<file path="config.mk">
export PLATFORM = sky130hd
export DESIGN_NAME = mem_rmw_adapter
export DESIGN_NICKNAME = d
export VERILOG_FILES = /design/src/rtl/mem_rmw_adapter.sv
export SDC_FILE = /design/constraint.sdc
export NUM_CORES = 1
export LEC_CHECK = 0
export ABC_CLOCK_PERIOD_IN_PS = 3100
export CAP_MARGIN = 20
export CORE_MARGIN = 2
export CORE_UTILIZATION = 40
export CTS_CLUSTER_DIAMETER = 50
export DETAILED_ROUTE_END_ITERATION = 8
export PLACE_DENSITY_LB_ADDON = 0.3
export SLEW_MARGIN = 20
export SYNTH_ARGS = -nofsm -noshare
export SYNTH_HDL_FRONTEND = slang
export SYNTH_SLANG_ARGS = --single-unit
</file>
<file path="constraint.sdc">
create_clock -name clk -period 3.1 [get_ports clk]
set_input_delay 0.62 -clock clk [delete_from_list [all_inputs] [get_ports clk]]
set_output_delay 0.62 -clock clk [all_outputs]
set_load 0.05 [all_outputs]
</file>
<file path="src/rtl/mem_rmw_adapter.sv">
// Byte-strobe adapter in front of a word-write-only memory port.
// Partial stores become read-modify-write; word reads and full stores pass straight through.
module mem_rmw_adapter #(
    parameter int XLEN   = 32,
    parameter int STRB_W = XLEN / 8
) (
    input  logic              clk,
    input  logic              rst_n,
    input  logic              s_mem_req,
    input  logic              s_mem_we,
    input  logic [XLEN-1:0]   s_mem_addr,
    input  logic [XLEN-1:0]   s_mem_wdata,
    input  logic [STRB_W-1:0] s_mem_wstrb,
    output logic              s_mem_ready,
    output logic [XLEN-1:0]   s_mem_rdata,
    output logic              m_mem_req,
    output logic              m_mem_we,
    output logic [XLEN-1:0]   m_mem_addr,
    output logic [XLEN-1:0]   m_mem_wdata,
    input  logic              m_mem_ready,
    input  logic [XLEN-1:0]   m_mem_rdata,
    output logic              rmw_busy
);

    // Handshake: an upstream request is held stable until s_mem_ready is seen high;
    // a downstream request completes in any cycle where m_mem_req and m_mem_ready are both high.

    typedef enum logic {
        IDLE     = 1'b0,
        MERGE_WR = 1'b1
    } state_t;

    state_t          state, state_next;
    logic [XLEN-1:0] merge_q, merge_d;
    logic [XLEN-1:0] addr_q, addr_d;
    logic [XLEN-1:0] addr_aligned;
    logic [XLEN-1:0] lane_merge;
    logic            is_full, is_null;

    always_ff @(posedge clk or negedge rst_n) begin
        if (!rst_n) begin
            state   <= IDLE;
            merge_q <= '0;
            addr_q  <= '0;
        end else begin
            state   <= state_next;
            merge_q <= merge_d;
            addr_q  <= addr_d;
        end
    end

    always_comb begin
        addr_aligned = s_mem_addr & ~(XLEN'(3));
        is_full      = (s_mem_wstrb == '1);
        is_null      = (s_mem_wstrb == '0);
        lane_merge   = '0;
        for (int k = 0; k < STRB_W; k++) begin
            lane_merge[8*k +: 8] = s_mem_wstrb[k] ? s_mem_wdata[8*k +: 8] : m_mem_rdata[8*k +: 8];
        end
    end

    always_comb begin
        state_next  = state;
        merge_d     = merge_q;
        addr_d      = addr_q;
        s_mem_ready = 1'b0;
        s_mem_rdata = '0;
        m_mem_req   = 1'b0;
        m_mem_we    = 1'b0;
        m_mem_addr  = '0;
        m_mem_wdata = '0;
        rmw_busy    = 1'b0;
        // Outputs are forced low while reset is held, even with an upstream request pending.
        if (rst_n) begin
            case (state)
                IDLE: begin
                    if (s_mem_req && s_mem_we && is_null) begin
                        s_mem_ready = 1'b1;
                    end else if (s_mem_req && s_mem_we && !is_full) begin
                        m_mem_req  = 1'b1;
                        m_mem_addr = addr_aligned;
                        if (m_mem_ready) begin
                            merge_d    = lane_merge;
                            addr_d     = addr_aligned;
                            state_next = MERGE_WR;
                        end
                    end else begin
                        m_mem_req   = s_mem_req;
                        m_mem_we    = s_mem_we;
                        m_mem_addr  = addr_aligned;
                        m_mem_wdata = s_mem_wdata;
                        s_mem_ready = m_mem_ready;
                        s_mem_rdata = s_mem_we ? s_mem_wdata : m_mem_rdata;
                    end
                end
                MERGE_WR: begin
                    // Driven from registers only so a stalled write cannot glitch.
                    m_mem_req   = 1'b1;
                    m_mem_we    = 1'b1;
                    m_mem_addr  = addr_q;
                    m_mem_wdata = merge_q;
                    rmw_busy    = 1'b1;
                    if (m_mem_ready) begin
                        s_mem_ready = s_mem_req;
                        s_mem_rdata = merge_q;
                        state_next  = IDLE;
                    end
                end
                default: state_next = IDLE;
            endcase
        end
    end

endmodule

</file>
[Word level (Yosys, flattened, before mapping)]
Index checks and enable logic that the tools add are counted.
Cells by class
  muxes and demuxes: 37
  bitwise gates (word level): 2
  equality and inequality tests: 1
  reduce and logical (&&, ||, !) cells: 6
Operator list (number)
  32-bit 2-to-1 mux: 10
  32-bit case mux with 2 select lines: 3
  8-bit 2-to-1 mux: 4
  1-bit 2-to-1 mux: 16
  1-bit case mux with 2 select lines: 4
  5-bit AND reduction: 1
  4-bit equality test (second input constant): 1
  4-bit logical NOT: 1
  1-bit logical AND: 3
  1-bit inverter: 2
  1-bit logical NOT: 1
Storage, ports and cells
  logic and storage cells: 49
  input port bits: 105
  bits in registers: 63
  output and inout port bits: 100

[Longest topological paths before layout]
Gate-level depths: netlist of the first run.
  depth in word-level cells: 7
  gate-level depth with buffers: 7

[Worst setup path after synthesis of the first run]
Ideal clock, no wire load.
  path kind: input to output
  start point: in s_mem_wstrb[1]
  end point: out m_mem_wdata[30]
  path slack: -0.109 ns
  path buffers: 4
  data arrival time: 2.589 ns
  stages: 7
  cells stage by stage: buf_2 and4_1 clkbuf_1 buf_2 buf_1 o211ai_1 a21oi_1
Between the ends
  cells in the longest elaborated chain, start to end: 7
  elaborated cells on any way between the ends: 9
RTL lines
  from (decl): RTL line 13  | input logic [STRB_W-1:0] s_mem_wstrb,
  4-bit equality test: RTL line 54  | is_full = (s_mem_wstrb == '1);
  1-bit logical NOT: RTL line 79  | end else if (s_mem_req && s_mem_we && !is_full) begin
  1-bit logical AND: RTL line 79
  32-bit 2-to-1 mux: RTL line 79
  32-bit 2-to-1 mux *: RTL line 77  | if (s_mem_req && s_mem_we && is_null) begin
  32-bit case mux with 2 select lines *: RTL line 75  | case (state)
  32-bit 2-to-1 mux *: RTL line 74  | if (rst_n) begin
  to (decl): RTL line 19  | output logic [XLEN-1:0] m_mem_wdata,
Every way passes the cells marked *; elsewhere a longest branch is shown, timed or not.

[Worst setup path in the final report of the first run]
  start point: in s_mem_wstrb[3]
  end point: out s_mem_ready
Between the ends
  cells in the longest elaborated chain, start to end: 7
  elaborated cells on any way between the ends: 9
RTL lines
  4-bit equality test: RTL line 54
  1-bit logical NOT: RTL line 79
  1-bit logical AND: RTL line 79
  1-bit 2-to-1 mux: RTL line 79
  1-bit 2-to-1 mux *: RTL line 77
  1-bit case mux with 2 select lines *: RTL line 75
  1-bit 2-to-1 mux *: RTL line 74
  to (decl): RTL line 14  | output logic s_mem_ready,
Marks and branches as above.

==> flow_summary_export.csv, run 1 <==
group,metric,value,unit
run_status,status,"complete, no violations",
clock_tree,cts_root_buffer,"clkbuf_16",
yosys,synth-warning-count,0,
place,dp_hpwl,12540,um
yosys,synthCells,564,
floorplanning,ios,205,
yosys,ys_types,24,
yosys,ys_async_sr_fraction,1.000,
yosys,synthSimpleGateAreaFrac,0.08870,
min_path,hp-class,"primary input to async pin",
clock_tree,cts_buffers,9,
drt,maxUsedRoutingLayer,"met4",
yosys,synth_edf_count,0,
power_and_ir_drop,total_power,0.004199,W
final_layout,num_antenna_cells,0,
floorplanning,coreArea,12720,sq um
global_route,grt.overflow.total,0,
setup_path,worstSetupStartpoint,"s_mem_wstrb[3]",
drt,routed_wirelength,18010,um
yosys,avgSynthCellArea,9.329,sq um
clock_tree,clk_latency,330,ps
clock_tree,htreeDepth,3,
global_route,grt_start_max_net_pins,62,
yosys,synth_area,5261,sq um
clock_tree,holdBufCountCts,0,
yosys,synth.top_cells.by_area,"dfrtp_1, mux2_4, mux2_2, o211ai_1, a21oi_1",
yosys,ys.flop_type,"dfrtp_1",
place,place_ws,-30.63,ps
sta,fin_skew,2.789,ps
drt,wl_met2,8989,um
sta,setup_viol,0,
yosys,synth_xor_area_frac,0,
drt,num_vias,5318,
yosys,synth_top_family_by_area,"multiplexers",
sta,slew_violations,0,
floorplanning,die_area,14090,sq um
yosys,yosysSeqAreaShare,0.2996,
sta,maxSlewHeadroom,0.5058,
global_route,antenna_found_initial,0,
clock_tree,path_clk_slew,60,ps
drt,ant_nets,0,
place,place.gp.congestion,0.8220,
power_and_ir_drop,power_frac_clock,0.266,
sta,final.min_clock_period,3049,ps
sta,tightest_slew,741.2,ps
floorplanning,fp.dieW,118.7,um
setup_path,cp_max_fo,5,
drt,wl_per_cell,19.82,um
sta,fin_crit_sh,0.9836,
setup_path,setup.worst_path.class,"primary input to output pin",
yosys,synth_fa_ha_area_frac,0,
final_layout,drive_above_1_share,0.4355,
floorplanning,die_h,118.7,um
global_route,grt_first_pass_wirelength,29500,um
power_and_ir_drop,p_comb_frac,0.439,
power_and_ir_drop,p_int,0.002717,W
sta,fin_tns_setup,0,ps
yosys,ys_top_cells_by_count,"a21oi_1, o211ai_1, nand2_1",
global_route,globalRouteTotalUtil,0.2572,
drt,wl_met3,1543,um
yosys,netlist.area_leader.share,0.2996,
global_route,grt_pass1_vias,5708,
setup_path,start_kind,"primary input",
yosys,synth_seq_cells,63,
sta,rsz0062_at_grt,"no",
setup_path,worstPathArrival,2430,ps
flow_run,maxCapViolCount,0,
drt,drt_iter0_drc,459,
final_layout,nets,837,
yosys,synth-compound-area-share,0.2304,
drt,first_pass_iters,4,
yosys,yosysMostFrequentCell,"a21oi_1",
yosys,yosysTopAreaCell,"dfrtp_1",
final_layout,syn_to_final_growth,63.02,%
clock_tree,clock_path_buffers,2,
power_and_ir_drop,p_per_area,489.6,nW/um^2
sta,layout_setup_ws,50.91,ps
setup_path,rr_startpoint,"state",
floorplanning,start_util,0.4136,
sta,hold_viol_final,0,
clock_tree,cts_tree,"done",
power_and_ir_drop,p_leak,3.284,nW
final_layout,post-route-util,0.6742,
power_and_ir_drop,ir_drop,277.5,uV
drt,met1Wirelength,7127,um
drt,avgViaCountPerCell,5.850,
power_and_ir_drop,switching_share,0.3529,
power_and_ir_drop,p_sw,0.001482,W
sta,max_freq,0.3280,GHz
final_layout,finalNonFillerCells,909,
setup_path,cp-end-kind,"output pin",
drt,drc,0,
floorplanning,core.rowCount,41,
clock_tree,cts.sinks,63,
place,port_buffers,200,
setup_path,cp_data_required_time,2480,ps
place,dp_cells,893,
yosys,synthMuxAreaShare,0.3118,
power_and_ir_drop,power_frac_seq,0.295,
state kept, by name, summed over array words and instances, names as in the netlist:
register	count
addr_q	30
merge_q	32
state	1
metrics by stage:
stage / hold slack [ps] / area [sq um]
after floorplan: 324.4 / 5421
after CTS: 121.1 / 8561
after detailed placement: 475.3 / 8220
after global routing: 129.3 / 8577
final: 126.7 / 8577
after global placement: 467.9 / 8220
worst max-delay path: stages:
cell	delay [ps]
clkdlybuf4s50_1	480
or4_4	590
or4_1	450
o221ai_2	110
buf_12	180
layout by cell type, fill, tap and decap left out, types with 2 or more instances in the layout:
cell	Yosys	final
a21oi_1	96	52
a21oi_2	0	44
buf_12	0	76
buf_4	3	52
bufinv_16	0	2
clkbuf_16	0	9
clkdlybuf4s50_1	0	100
clkinv_4	0	3
conb_1	1	2
dfrtp_1	63	62
mux2_1	3	3
mux2_2	64	64
mux2_4	59	59
nand2_1	65	64
nand3_1	32	32
nor2_1	2	2
o211ai_1	94	94
o21ai_0	2	2
layout make-up:
| class | count | area, sq um |
|---|---|---|
| inverters | 2 | 10.01 |
| well taps | 172 | 215.2 |
| clock inverters | 6 | 93.84 |
| multi-input cells | 426 | 3512 |
| fillers | 989 | 4145 |
| repair buffers | 230 | 2929 |
| flip-flops and latches | 63 | 1578 |
| clock buffers | 10 | 239.0 |
power by group through the flow:
stage | registers [W] | logic (W) | clock network, W
floorplan | 0.00118 | 0.00120 | 0
global placement | 0.00122 | 0.00180 | 0
detailed placement | 0.00124 | 0.00184 | 0
CTS | 0.00124 | 0.00185 | 0.00114
global route | 0.00127 | 0.00194 | 0.00118
finish | 0.00124 | 0.00184 | 0.00112
repair_timing:
item                                   4_1_cts  5_1_grt
setup endpoints to repair                   15       25
buffers inserted                             0        0
endpoints found under the hold margin        0        0
cloned                                       0        0
resized for setup                            2        5
kinds of logic (layout without fill, tap and decap cells):
kind of cell / count (synthesis) / in the layout
AOI/OAI and AO/OA: 194 / 194
muxes: 126 / 126
and+or+nand+nor: 104 / 104
buffers and inverters: 76 / 248
DFF: 63 / 63
other: 1 / 2
routing by layer:
layer	GRT usage	vias up
met5	0	-
met4	0.08259	0
met1	0.3055	2631
met3	0.08977	28
li1	-	2437
met2	0.4335	222
path summary, 6_finish.rpt:
check / to / slack, ps / depth (start not counted)
setup / recovery: s_mem_ready / 50 / 5
min in group clk: addr_q[18] / 480 / 1
setup reg to reg: addr_q[20] / 970 / 4
max in group asynchronous: state / 2000 / 2
hold reg to reg: addr_q[18] / 480 / 1
hold / removal: merge_q[16] / 130 / 1
No activity file was read; power rests on OpenSTA's default activity.
==> run 2: changes to the inputs <==
- TNS_END_PERCENT: unset -> 1
==> flow_summary_export.csv, run 2 (synthesized netlist as in run 1, its figures left out) <==
group,metric,value,unit
setup_path,reg2regPathDepth,5,
drt,wl_per_cell,20.31,um
sta,rsz0062_at_grt,"no",
run_status,status,"complete, no violations",
global_route,grt_first_pass_wirelength,29870,um
final_layout,reg_top3,"merge_q: 32 flops, addr_q: 30 flops, state: 1 flops",
min_path,hold_path_depth,1,
global_route,grt_start_max_net_pins,73,
setup_path,cpMostUsedCell,"buf_12",
floorplanning,coreArea,12720,sq um
drt,ant_nets,0,
sta,hold_slack,504.6,ps
setup_path,path_buf_inv,4,
global_route,antenna_found_initial,0,
setup_path,worstPathArrival,2430,ps
drt,first_pass_iters,5,
setup_path,slowest_delay,490,ps
clock_tree,cts_tree,"done",
clock_tree,cts_root_buffer,"clkbuf_16",
global_route,globalRouteTotalUtil,0.2618,
clock_tree,cts_buffers,9,
drt,drt_iter0_drc,361,
setup_path,crit_family,"buffers and inverters",
sta,tightest_slew,837.4,ps
final_layout,regMostFlops,"merge_q",
setup_path,cp-end-kind,"output pin",
clock_tree,post-cts-setup-buffers,0,
setup_path,start_kind,"primary input",
floorplanning,die_area,14090,sq um
drt,num_vias,5344,
setup_path,setup.worst_path.class,"primary input to output pin",
clock_tree,clock_path_buffers,2,
power_and_ir_drop,p_leak,3.216,nW
power_and_ir_drop,p_per_area,477.2,nW/um^2
global_route,grt_pass1_vias,5545,
sta,slew_violations,0,
setup_path,cp_data_required_time,2480,ps
min_path,hp-class,"flip-flop to flip-flop",
power_and_ir_drop,ir_drop,272.6,uV
final_layout,syn_to_final_growth,57.57,%
sta,setup_viol,0,
clock_tree,holdBufCountCts,0,
drt,drc,0,
final_layout,most-common-layout-cells,"clkdlybuf4s50_1, o211ai_1, a21oi_1, buf_12",
sta,fin_crit_sh,0.9839,
setup_path,r2r_end,"addr_q[19]",
clock_tree,path_clk_slew,60,ps
final_layout,drive_above_1_share,0.3834,
sta,max_freq,0.3278,GHz
final_layout,largest_register_ffs,32,
setup_path,cp_slowest_cell,"clkdlybuf4s50_1",
floorplanning,fp.dieW,118.7,um
min_path,hp-start,"addr_q[20]",
sta,final.min_clock_period,3050,ps
final_layout,nets,834,
setup_path,rrSetupSlack,940,ps
flow_run,maxCapViolCount,0,
floorplanning,core.rowCount,41,
setup_path,cp_max_fo,33,
sta,fin_skew,6.150,ps
place,dp_hpwl,12240,um
clock_tree,cts.sinks,63,
final_layout,final_common_cell,"clkdlybuf4s50_1",
drt,avgViaCountPerCell,5.905,
floorplanning,ios,205,
clock_tree,clk_latency,330,ps
place,place.gp.congestion,0.8034,
floorplanning,die_h,118.7,um
clock_tree,htreeDepth,3,
min_path,hold-path-endpoint,"addr_q[20]",
sta,maxSlewHeadroom,0.4417,
place,port_buffers,200,
sta,fin_tns_setup,0,ps
setup_path,rr_startpoint,"state",
floorplanning,start_util,0.4136,
final_layout,num_antenna_cells,0,
drt,routed_wirelength,18380,um
sta,hold_viol_final,0,
setup_path,worstPathCellList,"clkdlybuf4s50_1 > buf_4 > and4_4 > buf_12 > o211ai_1 > a21oi_1 > buf_12",
global_route,grt.overflow.total,0,
## run 2: metal layers
| metal | up-vias | track usage | share of wire |
|---|---|---|---|
| li1 | 2426 | - | - |
| met1 | 2644 | 0.3394 | 0.42 |
| met2 | 241 | 0.4170 | 0.48 |
| met3 | 33 | 0.06467 | 0.078 |
| met4 | 0 | 0.1049 | 0.028 |
| met5 | - | 0 | 0 |
## run 2: stage by stage
| step | setup slack, ps | cell area (sq um) | power (W) | cells | util |
|---|---|---|---|---|---|
| after global placement | -25.65 | 7980 | 0.002978 | 890 | 0.6273 |
| after CTS | 11.65 | 8253 | 0.003963 | 905 | 0.6487 |
| after global routing | 0.03197 | 8290 | 0.004141 | 905 | 0.6517 |
| after floorplan | -105.9 | 5269 | 0.002348 | 565 | - |
| after detailed placement | -42.05 | 7980 | 0.003024 | 890 | 0.6273 |
| final | 49.80 | 8290 | 0.003956 | 905 | 0.6517 |
## run 2: how the worst max path moves through the flow
stage | from | to | slack [ps] | cells past startpoint
detailed placement | s_mem_wstrb[3] | m_mem_addr[22] | -40 | 6
finish | s_mem_wstrb[2] | s_mem_rdata[30] | 50 | 7
CTS | s_mem_wstrb[2] | m_mem_wdata[0] | 10 | 7
floorplan | s_mem_wstrb[1] | m_mem_wdata[25] | -110 | 7
global route | s_mem_wstrb[0] | m_mem_addr[22] | 0.03 | 6
global placement | s_mem_wstrb[3] | m_mem_req | -30 | 6
## run 2: what timing repair did
action | CTS | global route
gates resized for setup | 2 | 12
pin swaps | 0 | 0
endpoints found under the setup margin | 26 | 51
## run 2: power breakdown
group          switching, W  internal, W  total [W]
clock              0.000382     0.000536   0.000918
combinational      0.000908     0.000910    0.00182
sequential         0.000163      0.00106    0.00122
total               0.00145      0.00250    0.00396
## run 2: layout make-up
cell class | count | area (sq um)
inverters | 2 | 7.507
flip-flops and latches | 63 | 1578
multi-input cells | 426 | 3378
clock inverters | 5 | 36.28
fillers | 1022 | 4432
well taps | 172 | 215.2
clock buffers | 10 | 229.0
repair buffers | 227 | 2846
